===== config.mk =====
export PLATFORM = sky130hd
export DESIGN_NAME = fetch_unit
export DESIGN_NICKNAME = d
export VERILOG_FILES = /design/src/rtl/fetch_unit.sv
export SDC_FILE = /design/constraint.sdc
export NUM_CORES = 1
export LEC_CHECK = 0
export CAP_MARGIN = 10
export CELL_PAD_IN_SITES_DETAIL_PLACEMENT = 2
export CELL_PAD_IN_SITES_GLOBAL_PLACEMENT = 2
export CORE_AREA = 2 2 136 138
export DETAILED_ROUTE_END_ITERATION = 16
export DIE_AREA = 0 0 138 140
export GPL_ROUTABILITY_DRIVEN = 0
export GPL_TIMING_DRIVEN = 1
export PLACE_DENSITY = 0.85
export RECOVER_POWER = 25
export SLEW_MARGIN = 10
export SYNTH_ARGS = -nofsm -noshare
export SYNTH_HDL_FRONTEND = slang
export SYNTH_SLANG_ARGS = --single-unit

===== constraint.sdc =====
create_clock -name CLK -period 1.9 [get_ports CLK]
set_input_delay 0.19 -clock CLK [delete_from_list [all_inputs] [get_ports CLK]]
set_output_delay 0.19 -clock CLK [all_outputs]
set_load 0.1 [all_outputs]

===== src/rtl/fetch_unit.sv =====
// Instruction-fetch stage: issues req/ack reads at the current PC and holds the result for decode.
// Optional FETCH_UNIT_STATS_EN macro adds fetch/stall event counters.
module fetch_unit #(
    parameter int unsigned TIMEOUT = 255,
    parameter int unsigned ADDR_W  = 32,
    parameter int unsigned DATA_W  = 32
) (
    input  logic              CLK,
    input  logic              RST_N,
    input  logic [ADDR_W-1:0] IF_PC,
    output logic              IF_PC_WRITE,
    input  logic              IF_FLUSH,
    output logic              IMEM_REQ,
    output logic [ADDR_W-1:0] IMEM_ADDR,
    input  logic              IMEM_ACK,
    input  logic [DATA_W-1:0] IMEM_RDATA,
    output logic [DATA_W-1:0] IF_INSTR,
    output logic [ADDR_W-1:0] IF_INSTR_PC,
    output logic              IF_VALID,
    input  logic              IF_READY,
    output logic              IF_FAULT,
`ifdef FETCH_UNIT_STATS_EN
    output logic [31:0]       IF_FETCH_CNT,
    output logic [31:0]       IF_STALL_CNT,
`endif
    output logic [1:0]        IF_FAULT_CAUSE
);

    typedef enum logic [1:0] {S_IDLE, S_REQ, S_OUT, S_FAULT} state_t;

    localparam int unsigned CNT_W = (TIMEOUT > 1) ? $clog2(TIMEOUT + 1) : 1;
    localparam logic [CNT_W-1:0] CNT_LAST = CNT_W'((TIMEOUT > 0) ? TIMEOUT - 1 : 0);

    state_t            state_q, state_d;
    logic [CNT_W-1:0]  cnt_q, cnt_d;
    logic              drop_q, drop_d;
    logic [1:0]        cause_q, cause_d;
    logic [ADDR_W-1:0] addr_q, addr_d;
    logic [DATA_W-1:0] instr_q, instr_d;
    logic [ADDR_W-1:0] ipc_q, ipc_d;

    always_ff @(posedge CLK or negedge RST_N) begin
        if (!RST_N) begin
            state_q <= S_IDLE;
            cnt_q   <= '0;
            drop_q  <= 1'b0;
            cause_q <= 2'b00;
            addr_q  <= '0;
            instr_q <= '0;
            ipc_q   <= '0;
        end else begin
            state_q <= state_d;
            cnt_q   <= cnt_d;
            drop_q  <= drop_d;
            cause_q <= cause_d;
            addr_q  <= addr_d;
            instr_q <= instr_d;
            ipc_q   <= ipc_d;
        end
    end

    always_comb begin
        state_d = state_q;
        cnt_d   = cnt_q;
        drop_d  = drop_q;
        cause_d = cause_q;
        addr_d  = addr_q;
        instr_d = instr_q;
        ipc_d   = ipc_q;
        unique case (state_q)
            S_IDLE: begin
                if (IF_FLUSH) begin
                    state_d = S_IDLE;
                end else if (IF_PC[1:0] != 2'b00) begin
                    state_d = S_FAULT;
                    cause_d = 2'b01;
                end else begin
                    addr_d  = IF_PC;
                    cnt_d   = '0;
                    drop_d  = 1'b0;
                    state_d = S_REQ;
                end
            end
            S_REQ: begin
                if (IMEM_ACK) begin
                    // A redirect seen during this request makes the returned word stale.
                    if (drop_q || IF_FLUSH) begin
                        drop_d  = 1'b0;
                        state_d = S_IDLE;
                    end else begin
                        instr_d = IMEM_RDATA;
                        ipc_d   = addr_q;
                        state_d = S_OUT;
                    end
                end else begin
                    cnt_d = cnt_q + CNT_W'(1);
                    if (IF_FLUSH) drop_d = 1'b1;
                    // Once a drop is pending the request must complete, so no timeout.
                    if ((TIMEOUT != 0) && !drop_q && !IF_FLUSH && (cnt_q == CNT_LAST)) begin
                        cnt_d   = '0;
                        cause_d = 2'b10;
                        state_d = S_FAULT;
                    end
                end
            end
            S_OUT: begin
                if (IF_FLUSH || IF_READY) state_d = S_IDLE;
            end
            S_FAULT: begin
                if (IF_FLUSH) begin
                    cause_d = 2'b00;
                    state_d = S_IDLE;
                end
            end
            default: state_d = S_IDLE;
        endcase
    end

    always_comb begin
        IMEM_REQ    = (state_q == S_REQ);
        IF_VALID    = (state_q == S_OUT);
        IF_FAULT    = (state_q == S_FAULT);
        IF_PC_WRITE = RST_N && (IF_FLUSH || ((state_q == S_OUT) && IF_READY));
    end

    assign IMEM_ADDR      = addr_q;
    assign IF_INSTR       = instr_q;
    assign IF_INSTR_PC    = ipc_q;
    assign IF_FAULT_CAUSE = cause_q;

`ifdef FETCH_UNIT_STATS_EN
    logic [31:0] fetch_cnt_q, stall_cnt_q;

    always_ff @(posedge CLK or negedge RST_N) begin
        if (!RST_N) begin
            fetch_cnt_q <= '0;
            stall_cnt_q <= '0;
        end else begin
            if ((state_q == S_OUT) && IF_READY && !IF_FLUSH)
                fetch_cnt_q <= fetch_cnt_q + 32'd1;
            if (((state_q == S_REQ) && !IMEM_ACK) || ((state_q == S_OUT) && !IF_READY))
                stall_cnt_q <= stall_cnt_q + 32'd1;
        end
    end

    assign IF_FETCH_CNT = fetch_cnt_q;
    assign IF_STALL_CNT = stall_cnt_q;
`endif

endmodule


* Word-level counts from Yosys, hierarchy flattened *
Cells that the tools add are included.

cells by class
  add/sub/neg operators = 1
  multipliers = 0
  div/mod/pow operators = 0
  magnitude comparators = 0
  equal/unequal tests = 14
  shift operators = 0
  muxes and demuxes = 24
  bitwise gates (word level) = 3
  reductions and logical operators = 19

operator list
  kind                                                  number
  two-way mux 8 bit                                     4
  two-way mux 2 bit                                     11
  one-hot mux 8 bit (2 select lines)                    1
  != test 2 bit (second input constant)                 5
  AND reduction 3 bit                                   3
  adder 8 x 1 -> 8 bit (second input constant)          1
  equality test 8 bit (second input constant)           1
  one-hot mux 2 bit (4 select lines)                    1
  != test 3 x 2 -> 1 bit (second input constant)        2
  one-hot mux 2 bit (3 select lines)                    1
  AND reduction 6 bit                                   1
  two-way mux 1 bit                                     5
  AND reduction 5 bit                                   1
  equality test 2 bit (second input constant)           2
  logical AND 1 bit                                     4
  != test 2 x 1 -> 1 bit (second input constant)        2
  AND reduction 4 bit                                   1
  nonzero test 2 bit                                    2
  logical OR 1 bit                                      3
  != test 3 x 1 -> 1 bit (second input constant)        1
  NOT 1 bit                                             3
  nonzero test 3 bit                                    1
  equality test 2 x 1 -> 1 bit (second input constant)  1
  zero test 1 bit                                       2
  2 further kinds                                       2

storage, ports and cells
  register bits = 109
  latch bits = 0
  RAM bits = 0
  ROM bits = 0
  input port bits = 69
  output and inout port bits = 102
  logic and storage cells = 68
  memories kept = 0

* Depth between registers and ports, before layout *
  depth in word-level cells = 6
  mapped depth = 6
  gate-level depth less buffers = 5

* Worst setup path before layout *
OpenSTA, ideal clock, no wires.

  kind = register to output
  from = register state_q[0]
  to = output port IF_PC_WRITE
  arrival = 3.556 ns
  path slack = -1.846 ns
  stages on the path, launching flop included = 5
  path buffers = 1
  path through = dfrtp_1 buf_4 nor2b_1 a21oi_1 nor2b_1

on the way
  cells in the longest elaborated chain, start to end = 4

ends and longest elaborated chain
  what                    RTL line  RTL
  from (decl)             34        state_t state_q, state_d;
  from (signal assigned)  52        state_q <= state_d;
  equality test 2 bit     -
  via IF_VALID            19        output logic IF_VALID,
  logical AND 1 bit       123       IF_PC_WRITE = RST_N && (IF_FLUSH || ((state_q == S_OUT) && IF_READY));
  logical OR 1 bit        123
  logical AND 1 bit       123
  to (decl)               11        output logic IF_PC_WRITE,

The timed path passes the listed nets, and every way through them passes these cells.

* Worst setup path in the final report *
  from = register state_q[1]
  to = register addr_q[2] (netlist: IMEM_ADDR[2])

on the way
  cells in the longest elaborated chain, start to end = 2

ends and longest elaborated chain
  what                                  RTL line  RTL
  zero test 2 bit                       70        unique case (state_q)
  AND reduction 3 bit (no source line)  -
  to (signal assigned)                  56        addr_q <= addr_d;
  to (decl)                             38        logic [ADDR_W-1:0] addr_q, addr_d;

Every way passes these cells.
A chain may end at the register's enable or synchronous reset.

==> PnR_summary.wiki <==
{| class="wikitable"
! Metric !! Value
|-
| Width of the die || 138 um
|-
| Syn nets || 363
|-
| Routed vias/inst || 4.408
|-
| Endpoint of the worst hold path || IF_INSTR[15]$_DFFE_PN0P_
|-
| Hold slack || 0.4521 ns
|-
| Synth Cell Area || roughly 4500 sq um
|-
| Total wire length after detailed routing || 13300 um
|-
| Cell-by-cell trace of the critical path || or4_4 -> nor2_8 -> buf_12 -> mux2_2
|-
| Depth of the worst register-to-register path || 4
|-
| Gate family responsible for the most delay along the worst path || simple AND/OR/NAND/NOR gates
|-
| Global routing usage summed across all routing layers || 14.09%
|-
| Relative slew slack || ~29%
|-
| Count of yosys warnings during synthesis || 0
|-
| Avg Inst Size Synth || 15.53 sq um
|-
| Flip-flop and latch area || 2728 sq um
|-
| Maximum frequency from static timing analysis || 557.3 MHz
|-
| RSZ-0062 raised after global routing || no
|-
| Number of rows in the core area || 49
|-
| Sink Count || 109
|-
| Die span in y || approximately 140 um
|-
| Total number of H-tree levels || 3
|-
| Critical Path Max Stage Delay || ~0.58 ns
|-
| Starting density of the core || 25.50%
|-
| Primary FF master, synth || sky130_fd_sc_hd__dfrtp_1
|-
| Master cell of the clock root buffer || sky130_fd_sc_hd__clkbuf_16
|-
| XOR/XNOR Fraction of Synth Area || 0%
|-
| Synth Register Bits || 109
|-
| Pin count of the biggest net entering global routing || 110
|-
| Worst slew pin tran || 1.067 ns
|-
| Endpoints failing hold || 0
|-
| FFs w/ async S/R, synth || between 90% and 100%
|-
| Routed Antenna Nets || 0
|-
| Final setup viols || 0
|-
| Post-detailed-route wirelength per cell || 18.70 um
|-
| Synthesis-to-layout area growth || 48.40%
|-
| Portion of the post-synthesis area used by sequential elements || 60.15%
|-
| Placeable core region || 17780 sq um
|-
| Shortest period the worst path allows || 1.794 ns
|-
| First-pass GRT wire length || about 21000 um
|-
| Crit path max fanout || 22
|-
| Setup Skew || 0.007612 ns
|-
| Required time of the worst setup path || 2.13 ns
|-
| Slowest cell on crit path || sky130_fd_sc_hd__or4_4
|-
| Arithmetic-cell share of the synthesized area counting full adders, half adders and majority gates || 0.5519%
|-
| Worst min-delay path category || primary input to flop
|-
| R2R Setup Slk || 0.11 ns
|-
| Min-Delay Startpoint || IMEM_RDATA[15]
|-
| Final antenna diode count || 0
|-
| Die area || around 19000 sq um
|-
| TritonCTS clock tree || built
|-
| Count of filler cells inserted in the layout || 1823
|-
| Share of layout cells above drive strength 1 || roughly 49%
|-
| Number of DRC violations after detailed-routing iteration 0 || 89
|-
| Reg-to-Reg End || IMEM_ADDR[2]$_DFFE_PN0P_
|-
| Critical path endpoint category || flop
|-
| Inserted Clock Buffers || 9
|-
| Gate count after technology mapping || between 200 and 300
|-
| Post-detailed-route DRC marker count || 0
|-
| Arrival time at the worst endpoint || 2.03 ns
|-
| Max-cap violations || 0
|-
| Hold-critical path depth || 2
|-
| Simple-Gate Fraction of Synth Area || 5.546%
|-
| Final layout net count || about 550
|-
| Total via count in the routed design || approximately 3100
|-
| Multiplexer fraction of the synthesized cell area || a little over a quarter
|-
| Distinct cells, synth || 41
|-
| Number of enable-type register cells in the synthesized netlist || 0
|-
| Dominant combinational cell family by area after synthesis || multiplexers
|-
| Max Slew Vio Count || 0
|-
| Insertion delay to the later sink of the worst-skew pair || around 0.35 ns
|-
| Buffers inserted during post-CTS setup optimization || 0
|-
| Initial antenna violation count || 0
|-
| Worst setup path category || flop to flop
|-
| Total global routing overflow || 0
|-
| First-pass detailed-route iteration total || 4
|-
| Ratio of final minimum period to clock period || a little over nine tenths
|-
| Boundary pin count || 171
|-
| Worst setup SP type || flop
|-
| Result of the run || finished clean
|-
| Clock edge transition at the registers on the reported setup and hold paths || 0.08 ns
|-
| Buffers & Inverters on Critical Path || 1
|-
| # port buffers || 170
|-
| Vias in the first global route || 3647
|-
| Complex-gate fraction of the synthesized area || 4.111%
|-
| Startpoint of the lowest-slack register-to-register path || state_q[1]$_DFFE_PN0P_
|-
| Post-layout utilization of the core || 37.85%
|-
| Number of buffers on the longest clock path || 2
|-
| HPWL Detailed || 10000 um
|-
| Footprint of the multi-input gates || approximately 1700 sq um
|}
per-stage QoR:
stage | setup TNS [ns] | cells | area, sq um | setup WS [ns]
floorplan | -0.08831 | 292 | 4552 | -0.08831
global placement | -1.829 | 694 | 6395 | -0.09315
detailed placement | -3.208 | 694 | 6395 | -0.1473
CTS | 0 | 711 | 6738 | 0.04113
global route | 0 | 711 | 6729 | 0.06136
finish | 0 | 711 | 6729 | 0.1056
logic make-up after synthesis:
family	Yosys count
AO/OA/AOI/OAI	25
adder cells (fa/ha/maj)	2
buffers and inverters	21
flip-flops	109
multiplexers	97
AND/OR/NAND/NOR	38
synthesized netlist by cell type (2+ instances only):
cell type                   number  area (sq um)
sky130_fd_sc_hd__dfrtp_1       109          2728
sky130_fd_sc_hd__mux2_2         66         743.2
sky130_fd_sc_hd__mux2_4         28         420.4
sky130_fd_sc_hd__buf_2           8         40.04
sky130_fd_sc_hd__nand2_1         7         26.28
sky130_fd_sc_hd__inv_1           6         22.52
sky130_fd_sc_hd__nor2b_1         6         37.54
sky130_fd_sc_hd__nor2_1          5         18.77
sky130_fd_sc_hd__o31ai_1         5         37.54
sky130_fd_sc_hd__o21ai_0         4         20.02
sky130_fd_sc_hd__or4_1           4         30.03
sky130_fd_sc_hd__a21oi_1         3         15.01
sky130_fd_sc_hd__buf_12          3         60.06
sky130_fd_sc_hd__mux2i_1         3         30.03
sky130_fd_sc_hd__o221ai_1        3         26.28
sky130_fd_sc_hd__o2bb2ai_1       3         26.28
sky130_fd_sc_hd__a32o_1          2         20.02
sky130_fd_sc_hd__ha_1            2         25.02
sky130_fd_sc_hd__nand3_1         2         10.01
sky130_fd_sc_hd__nand4_1         2         12.51
final cells by class:
| cell class | count | share of cell area [%] |
|---|---|---|
| clock buffers | 10 | 3.552 |
| repair buffers | 189 | 24.92 |
| multi-input cells | 162 | 25.01 |
| inverters | 6 | 0.3347 |
| well taps | 229 | 4.258 |
| flip-flops and latches | 109 | 40.54 |
| clock inverters | 6 | 1.395 |
routing by layer:
| metal | vias up | GRT usage [%] | share of wire [%] | routed length (um) |
|---|---|---|---|---|
| met5 | - | 0 | 0 | 0 |
| met4 | 0 | 4.404 | 1.5 | 195 |
| met3 | 14 | 3.214 | 4.4 | 588 |
| met2 | 101 | 25.38 | 54 | 7212 |
| met1 | 1598 | 16.74 | 40 | 5298 |
| li1 | 1421 | - | - | - |
cells in the final DEF, fill, tap and decap left out, drive strengths merged, types with 2 or more instances in the layout:
cell type	netlist	layout
a32o	2	2
bufinv	0	2
o221ai	3	3
ha	2	2
clkinv	0	2
clkdlybuf4s50	0	67
mux2	94	94
o21ai	4	4
buf	13	120
inv	6	8
or4	5	5
o31ai	5	5
nand3	3	3
nor2b	6	6
a21oi	3	3
mux2i	3	3
o2bb2ai	3	3
dfrtp	109	109
nand2	7	7
clkbuf	2	11
nand4	2	2
nor2	6	6
worst max path at each step:
| stage | start | endpoint | slack [ns] | cells past startpoint |
|---|---|---|---|---|
| after global routing | state_q[1]$_DFFE_PN0P_ | IMEM_ADDR[2]$_DFFE_PN0P_ | 0.06 | 4 |
| after floorplan | state_q[0]$_DFFE_PN0P_ | IF_PC_WRITE | -0.09 | 4 |
| after detailed placement | IF_PC[1] | IMEM_ADDR[2]$_DFFE_PN0P_ | -0.15 | 5 |
| after CTS | state_q[1]$_DFFE_PN0P_ | IF_PC_WRITE | 0.04 | 5 |
| final | state_q[1]$_DFFE_PN0P_ | IMEM_ADDR[2]$_DFFE_PN0P_ | 0.11 | 4 |
| after global placement | IF_PC[1] | IMEM_ADDR[2]$_DFFE_PN0P_ | -0.09 | 5 |
worst reg2reg max path, stage by stage (launching register included):
cell and delay [ns]:
sky130_fd_sc_hd__dfrtp_1 0.39, sky130_fd_sc_hd__or4_4 0.58, sky130_fd_sc_hd__nor2_8 0.12, sky130_fd_sc_hd__buf_12 0.22
sky130_fd_sc_hd__mux2_2 0.37
what timing repair did:
action                                  CTS  global route
resized for setup                         0             1
hold buffers                              1             0
endpoints found under the hold margin   109             0
endpoints found under the setup margin    0             1
state kept, by name, summed over array words and instances (netlist names):
signal,count
state_q,2
IF_INSTR_PC,32
IMEM_ADDR,32
IF_FAULT_CAUSE,2
cnt_q,8
IF_INSTR,32
drop_q,1
Power is left out: the tool's default activity adds up to more than one toggle a clock period on the data nets, which glitch-free logic cannot reach.
